<file path="config.mk">
export PLATFORM = sky130hd
export DESIGN_NAME = lcd_nibble_writer
export DESIGN_NICKNAME = d
export VERILOG_FILES = /design/src/rtl/lcd_nibble_writer.sv
export SDC_FILE = /design/constraint.sdc
export NUM_CORES = 1
export LEC_CHECK = 0
export BUFFER_PORTS_ARGS = -buffer_cell sky130_fd_sc_hd__buf_2
export CORE_ASPECT_RATIO = 0.6
export CORE_MARGIN = 10
export CORE_UTILIZATION = 30
export DETAILED_ROUTE_END_ITERATION = 10
export MAX_ROUTING_LAYER = met4
export PLACE_DENSITY = 0.5
export SYNTH_ARGS = -nofsm -noshare
export SYNTH_HDL_FRONTEND = slang
export SYNTH_SLANG_ARGS = --single-unit
</file>
<file path="constraint.sdc">
create_clock -name Clock -period 3.3 [get_ports Clock]
set_input_delay 0.495 -clock Clock [delete_from_list [all_inputs] [get_ports Clock]]
set_output_delay 0.495 -clock Clock [all_outputs]
set_load 0.01 [all_outputs]
</file>
<file path="src/rtl/lcd_nibble_writer.sv">
// 4-bit HD44780 LCD writer: power-on init, fixed configuration, then one byte per handshake,
// each byte sent as two enable-strobed nibbles (upper first).
module lcd_nibble_writer #(
  parameter int unsigned POWERUP_CYCLES = 750000,
  parameter int unsigned INIT_WAIT0     = 205000,
  parameter int unsigned INIT_WAIT1     = 5000,
  parameter int unsigned EXEC_CYCLES    = 2000,
  parameter int unsigned CLEAR_CYCLES   = 82000,
  parameter int unsigned PULSE_CYCLES   = 12,
  parameter int unsigned SETUP_CYCLES   = 2,
  parameter int unsigned GAP_CYCLES     = 50
) (
  input  logic       Clock,
  input  logic       Reset,
  input  logic [7:0] iData,
  input  logic       iIsCommand,
  input  logic       iData_Ready,
  output logic       oReadyForData,
  output logic       oLCD_Enabled,
  output logic       oLCD_RegisterSelect,
  output logic       oLCD_ReadWrite,
  output logic       oLCD_StrataFlashControl,
  output logic [3:0] oLCD_Data
);

  typedef enum logic [3:0] {
    StPowerup, StInitNib, StInitPulse, StInitHold, StInitWait, StIdle,
    StHiSetup, StHiPulse, StHiHold, StGap, StLoSetup, StLoPulse, StLoHold, StPostWait
  } state_e;

  state_e      state_q, state_d;
  logic [19:0] cnt_q, cnt_d;
  logic [1:0]  idx_q, idx_d;    // init nibble index, or config byte index while cfg_q
  logic        cfg_q, cfg_d;
  logic [7:0]  byte_q, byte_d;
  logic        cmd_q, cmd_d;
  logic        e_q, e_d, rs_q, rs_d, ready_q, ready_d;
  logic [3:0]  data_q, data_d;
  logic        accept;
  logic        long_wait;

  // Counter holds N-1 on state entry; the state ends when it reaches 0.
  function automatic logic [19:0] load(input int unsigned n);
    return 20'(n - 1);
  endfunction

  function automatic logic [7:0] cfg_byte(input logic [1:0] i);
    case (i)
      2'd0:    return 8'h28;
      2'd1:    return 8'h06;
      2'd2:    return 8'h0C;
      default: return 8'h01;
    endcase
  endfunction

  function automatic logic [19:0] init_wait(input logic [1:0] i);
    case (i)
      2'd0:    return load(INIT_WAIT0);
      2'd1:    return load(INIT_WAIT1);
      default: return load(EXEC_CYCLES);
    endcase
  endfunction

  assign long_wait = cmd_q && (byte_q == 8'h01 || byte_q == 8'h02);
  // A byte is taken only once the ready flag is visible to the CPU.
  assign accept    = (state_q == StIdle) && ready_q && iData_Ready;

  // Next-state, counter and byte latch.
  always_comb begin
    state_d = state_q;
    cnt_d   = cnt_q - 20'd1;
    idx_d   = idx_q;
    cfg_d   = cfg_q;
    byte_d  = byte_q;
    cmd_d   = cmd_q;
    unique case (state_q)
      StPowerup: if (cnt_q == '0) begin
        state_d = StInitNib;
        idx_d   = 2'd0;
        cnt_d   = load(SETUP_CYCLES);
      end
      StInitNib: if (cnt_q == '0) begin
        state_d = StInitPulse;
        cnt_d   = load(PULSE_CYCLES);
      end
      StInitPulse: if (cnt_q == '0) begin
        state_d = StInitHold;
        cnt_d   = load(1);
      end
      StInitHold: if (cnt_q == '0) begin
        state_d = StInitWait;
        cnt_d   = init_wait(idx_q);
      end
      StInitWait: if (cnt_q == '0) begin
        if (idx_q == 2'd3) begin
          cfg_d   = 1'b1;
          idx_d   = 2'd0;
          byte_d  = cfg_byte(2'd0);
          cmd_d   = 1'b1;
          state_d = StHiSetup;
        end else begin
          idx_d   = idx_q + 2'd1;
          state_d = StInitNib;
        end
        cnt_d = load(SETUP_CYCLES);
      end
      StIdle: begin
        cnt_d = cnt_q;
        if (accept) begin
          byte_d  = iData;
          cmd_d   = iIsCommand;
          state_d = StHiSetup;
          cnt_d   = load(SETUP_CYCLES);
        end
      end
      StHiSetup: if (cnt_q == '0) begin
        state_d = StHiPulse;
        cnt_d   = load(PULSE_CYCLES);
      end
      StHiPulse: if (cnt_q == '0) begin
        state_d = StHiHold;
        cnt_d   = load(1);
      end
      StHiHold: if (cnt_q == '0) begin
        state_d = StGap;
        cnt_d   = load(GAP_CYCLES);
      end
      StGap: if (cnt_q == '0) begin
        state_d = StLoSetup;
        cnt_d   = load(SETUP_CYCLES);
      end
      StLoSetup: if (cnt_q == '0) begin
        state_d = StLoPulse;
        cnt_d   = load(PULSE_CYCLES);
      end
      StLoPulse: if (cnt_q == '0) begin
        state_d = StLoHold;
        cnt_d   = load(1);
      end
      StLoHold: if (cnt_q == '0) begin
        state_d = StPostWait;
        cnt_d   = long_wait ? load(CLEAR_CYCLES) : load(EXEC_CYCLES);
      end
      StPostWait: if (cnt_q == '0) begin
        if (cfg_q && idx_q != 2'd3) begin
          idx_d   = idx_q + 2'd1;
          byte_d  = cfg_byte(idx_q + 2'd1);
          cmd_d   = 1'b1;
          state_d = StHiSetup;
          cnt_d   = load(SETUP_CYCLES);
        end else begin
          cfg_d   = 1'b0;
          state_d = StIdle;
          cnt_d   = '0;
        end
      end
      default: begin
        state_d = StPowerup;
        cnt_d   = load(POWERUP_CYCLES);
      end
    endcase
  end

  // Output next values decoded from the next state so every pin is a flop.
  always_comb begin
    e_d     = state_d inside {StInitPulse, StHiPulse, StLoPulse};
    ready_d = (state_q == StIdle) && !accept;
    rs_d    = rs_q;
    data_d  = data_q;
    case (state_d)
      StInitNib, StInitPulse, StInitHold: begin
        rs_d   = 1'b0;
        data_d = (idx_d == 2'd3) ? 4'h2 : 4'h3;
      end
      StHiSetup, StHiPulse, StHiHold: begin
        rs_d   = ~cmd_d;
        data_d = byte_d[7:4];
      end
      StLoSetup, StLoPulse, StLoHold: begin
        rs_d   = ~cmd_d;
        data_d = byte_d[3:0];
      end
      default: ;
    endcase
  end

  // State and output registers; reset re-enters POWERUP with its delay preloaded.
  always_ff @(posedge Clock) begin
    if (!Reset) begin
      state_q <= StPowerup;
      cnt_q   <= load(POWERUP_CYCLES);
      idx_q   <= 2'd0;
      cfg_q   <= 1'b0;
      byte_q  <= 8'h00;
      cmd_q   <= 1'b0;
      e_q     <= 1'b0;
      rs_q    <= 1'b0;
      data_q  <= 4'h0;
      ready_q <= 1'b0;
    end else begin
      state_q <= state_d;
      cnt_q   <= cnt_d;
      idx_q   <= idx_d;
      cfg_q   <= cfg_d;
      byte_q  <= byte_d;
      cmd_q   <= cmd_d;
      e_q     <= e_d;
      rs_q    <= rs_d;
      data_q  <= data_d;
      ready_q <= ready_d;
    end
  end

  assign oReadyForData           = ready_q;
  assign oLCD_Enabled            = e_q;
  assign oLCD_RegisterSelect     = rs_q;
  assign oLCD_Data               = data_q;
  assign oLCD_ReadWrite          = 1'b0;
  assign oLCD_StrataFlashControl = 1'b1;

endmodule

</file>
Word-level counts from Yosys, hierarchy flattened
Cells that the tools add are included.
{"block": "classes", "n_addsub": 2, "n_eq_ne": 35, "n_mux": 56, "bitwise_logic": 1, "reduce_logical": 23}
{"cell": "20-bit 2-to-1 mux", "count": 8}
{"cell": "20-bit one-hot mux with 8 select lines", "count": 1}
{"cell": "4-bit 2-to-1 mux", "count": 14}
{"cell": "4-bit one-hot mux with 14 select lines", "count": 1}
{"cell": "4-bit equality test (second input constant)", "count": 10}
{"cell": "8-bit 2-to-1 mux", "count": 5}
{"cell": "18-bit one-hot mux with 2 select lines", "count": 1}
{"cell": "4-bit by 3-bit equality test with 1-bit output (second input constant)", "count": 6}
{"cell": "8-bit one-hot mux with 3 select lines", "count": 1}
{"cell": "20-bit zero test", "count": 1}
{"cell": "20-bit by 1-bit subtractor with 20-bit output (second input constant)", "count": 1}
{"cell": "6-bit one-hot mux with 3 select lines", "count": 1}
{"cell": "3-bit OR reduction", "count": 6}
{"cell": "17-bit 2-to-1 mux", "count": 1}
{"cell": "4-bit by 2-bit equality test with 1-bit output (second input constant)", "count": 4}
{"cell": "2-bit 2-to-1 mux", "count": 6}
{"cell": "2-bit inequality test (second input constant)", "count": 6}
{"cell": "4-bit one-hot mux with 3 select lines", "count": 1}
{"cell": "1-bit 2-to-1 mux", "count": 11}
{"cell": "4-bit by 1-bit equality test with 1-bit output (second input constant)", "count": 2}
{"cell": "8-bit by 1-bit equality test with 1-bit output (second input constant)", "count": 1}
{"cell": "8-bit by 2-bit equality test with 1-bit output (second input constant)", "count": 1}
{"cell": "2-bit equality test (second input constant)", "count": 3}
{"cell": "2-bit one-hot mux with 3 select lines", "count": 1}
{"cell": "other kinds (15)", "count": 24}
{"block": "totals", "reg_bits": 43, "input_bits": 12, "out_inout_bits": 9, "wordCells": 127}

Logic depth before layout (Yosys ltp)
{"block": "depth", "word_depth": 8, "ltp_mapped": 12, "depth_no_buf": 10}

Worst setup path before layout
Ideal clock, no wire load.
{"block": "synth_timing", "kind": "flip-flop to flip-flop", "start": "reg cnt_q[0]", "end": "reg data_q[3] (netlist: oLCD_Data[3])", "t_arrival_ns": 2.769, "t_required_ns": 3.220, "slack_ns": 0.451, "stages_incl_launch_ff": 11, "period_less_slack_ns": 2.849, "cell_sequence": "dfxtp_1 -> inv_1 -> ha_1 -> nor3b_2 -> nand4_1 -> or2_4 -> a311o_1 -> or4_4 -> o21a_1 -> o22a_1 -> a211oi_2"}
{"block": "synth_between", "elab_chain_cells": 6, "word_cells_on_any_way": 32, "classes_between": "eq/ne (9); mux (18); reduce/logical (5)"}
{"element": "start, declared", "line_no": "32", "source": "logic [19:0] cnt_q, cnt_d;"}
{"element": "start signal, assigned", "line_no": "191", "source": "cnt_q <= load(POWERUP_CYCLES);"}
{"element": "start signal, assigned", "line_no": "202", "source": "cnt_q <= cnt_d;"}
{"element": "20-bit zero test *"}
{"element": "4-bit 2-to-1 mux (tied with other cells)", "line_no": "144", "source": "StPostWait: if (cnt_q == '0) begin"}
{"element": "4-bit one-hot mux with 14 select lines", "line_no": "76", "source": "unique case (state_q)"}
{"element": "4-bit equality test (tied with other cells)", "line_no": "170", "source": "case (state_d)"}
{"element": "3-bit OR reduction", "line_no": "170"}
{"element": "4-bit one-hot mux with 3 select lines or 3-bit nonzero test (tied branches)"}
{"element": "end signal, assigned", "line_no": "209", "source": "data_q <= data_d;"}
{"element": "end, declared", "line_no": "38", "source": "logic [3:0] data_q, data_d;"}
Every way passes the cells marked *; elsewhere a longest branch is shown, timed or not.
A chain may end at the register's enable or synchronous reset.

Worst setup path in the final report
{"block": "layout_timing", "start": "reg cnt_q[0]", "end": "reg data_q[1] (netlist: oLCD_Data[1])"}
Same word-level chain as after synthesis.

==> out/results.ini <==
[timing]
rsz0062_at_grt = false
fmax_ghz = 0.326
fin_skew_ns = 0.00446
fin_crit_sh_pct = 93.1
hold_slack_ns = 0.461
final_max_slew_viol_count = 0
tns_ns = 0
period_minus_slack_ns = 3.07
slew_headroom_pct = 57.4
hold_violations = 0
worst_pin_slew_ns = 0.638
setup_violations = 0

[synthesis]
synthArstFlopShare_pct = 0
synth-edff-count = 0
synth_seq_cells = 43
synth_cell_type_count = 67
synth_area_leaders = dfxtp_1 (29%), a21oi_1 (7.0%), o21ai_0 (5.6%)
ys_top_cells_by_count = dfxtp_1 (43), a21oi_1 (41), nor2_1 (36), nand2_1 (35), o21ai_0 (33)
synth_most_common_cell = dfxtp_1
synth_area_per_cell_um2 = 7.48
netlist_area_mm2 = 0.00293
ys_warn_count = 0
yosys.area.top_type = dfxtp_1
syn-instance-count = 392
ys_seq_area_share_pct = 29.3
synth_top_area_share_pct = 29.3
synth_ff_type = dfxtp_1
synth_nets = 412

[drt]
routedWlPerCell_um = 18.3
first_pass_iters = 5
drt_iter0_markers = 395
vias_per_cell = 5.80
ant_nets = 0
drc_errors = 0
vias = 3188
drt_wl_total_um = 10100

[global_route]
grt_max_degree = 20
grt-ovfl-total = 0
antenna_found_initial = 0
grt_pass1_wl_um = 16300
grt_pass1_vias = 2958
track_usage_pct = 14.2

[status]
status = finished clean

[die]
start_util_pct = 31.4
coreArea_mm2 = 0.00936
die_h_um = 96.6
dieArea_mm2 = 0.0143
io_pins = 21
rows = 27
die-width_um = 148

[clock_network]
postCtsSetupBuffers = 0
cts_tree = yes
cts_buffers = 5
cts_buffer_depth = 2
clkTransAtPathRegs_ns = 0.06
cts_resized = 0
cts.sinks = 43
htreeDepth = 2
clockRootBuffer = clkbuf_16
cts_hold_buf = 0
insertion_delay_ns = 0.29

[setup_path]
reg2reg_slack_ns = 0.23
cp-start-kind = flop
crit_type = reg2reg
cp_data_arrival_time_ns = 3.26
crit_fanout = 7
required_ns = 3.48
critPathCaptureType = flop

[cells_and_area]
post-route-util_pct = 36.7
antenna_cells = 0
syn_to_final_growth_pct = 17.1
drive_gt1_share_pct = 16.2
fin_nets = 440

[pwr]
internal-power_mw = 0.889
power_switching_mw = 0.299
swShare_pct = 25.2
combinationalPowerShare_pct = 11.3
power.share.clock_pct = 42.5
p_seq_share_pct = 46.2
leakagePower_nw = 1.32
power_density_mw_per_mm2 = 346
ir_worst_vdd_uv = 157

[place]
numPortBuffers = 18
gp_congestion = 0.967
dp_hpwl_um = 7790

[min_path]
min_path_type = reg2reg

[job]
drv_cap = 0

==> sequential cells by signal, summed over array words and instances (netlist names) <==
signal               cells
byte_q                   8
cfg_q                    1
cmd_q                    1
cnt_q                   20
idx_q                    2
oLCD_Data                4
oLCD_Enabled             1
oLCD_RegisterSelect      1
oReadyForData            1
state_q                  4
==> final cells by class <==
| cell class | count | area (µm²) |
|---|---|---|
| Fill cell | 984 | 5920 |
| Clock buffer | 6 | 139 |
| Clock inverter | 1 | 5.00 |
| Tap cell | 130 | 163 |
| Timing Repair Buffer | 44 | 285 |
| Multi-Input combinational cell | 314 | 1940 |
| Inverter | 12 | 45.0 |
| Sequential cell | 43 | 861 |
==> critical path, cell delays in order, from the launching register on <==
cell,delay (ns)
dfxtp_1,0.34
inv_1,0.09
ha_1,0.19
nor3b_2,0.24
nand4_1,0.16
or2_4,0.30
a311o_1,0.44
or4_4,0.59
o21ai_0,0.31
nand4_1,0.16
o2111a_1,0.15
==> power groups by stage <==
stage	combinational [mW]	clock [mW]	sequential, mW
global route	0.148	0.533	0.549
global placement	0.134	0	0.559
finish	0.134	0.505	0.548
detailed placement	0.132	0	0.559
floorplan	0.0848	0	0.556
CTS	0.133	0.516	0.547
==> metrics by stage <==
stage / cell area [µm²] / worst slack (ns) / instances / power, mW
after floorplan: 2930 / 0.451 / 392 / 0.641
after global placement: 3290 / 0.393 / 543 / 0.693
after detailed placement: 3290 / 0.314 / 543 / 0.691
after CTS: 3430 / 0.282 / 550 / 1.20
after global routing: 3430 / 0.0478 / 550 / 1.23
final: 3430 / 0.229 / 550 / 1.19
==> logic make-up (layout without fill, tap and decap cells) <==
| group | after synthesis | after routing | share of synthesized area, % |
|---|---|---|---|
| buffers and inverters | 35 | 63 | 4.86 |
| adder cells (fa/ha/maj) | 8 | 8 | 3.41 |
| other | 2 | 2 | 0.256 |
| XOR/XNOR | 6 | 6 | 1.79 |
| flip-flops | 43 | 43 | 29.3 |
| AND/OR/NAND/NOR | 153 | 153 | 28.2 |
| AO/OA/AOI/OAI | 145 | 145 | 32.1 |
==> layer usage <==
layer  vias to the layer above  global-route usage [%]  share of wire, %
li1                       1513                       -                 -
met1                      1502                    22.4                54
met2                       168                    15.9                34
met3                         5                    5.29                12
met4                         0                    2.11              0.18
met5                         -                       -                 0
==> cell usage in the layout (no fill, tap or decap), types with 4 or more instances in the layout <==
cell	synthesis	final
dfxtp_1	43	43
a22o_1	4	4
a21oi_1	41	41
clkbuf_16	0	5
inv_1	9	9
a311oi_1	5	5
o31ai_1	8	8
nor3_1	11	11
nand3_1	10	10
o21ai_0	33	33
nor2_1	36	36
ha_1	8	8
o211ai_1	4	4
or3_1	5	5
buf_2	2	18
and2_1	8	8
nand2b_1	7	7
buf_4	2	26
nand2_1	35	35
nor2b_1	8	8
a22oi_1	4	4
a31oi_1	9	9
and3_1	6	6
==> worst paths after layout <==
kind | from | to | cells after the start
max | cnt_q[0] | oLCD_Data[1] | 10
min | cnt_q[9] | cnt_q[9] | 2
max reg2reg | cnt_q[0] | oLCD_Data[1] | 10
min reg2reg | cnt_q[9] | cnt_q[9] | 2
(Power assumes the default switching activity.)
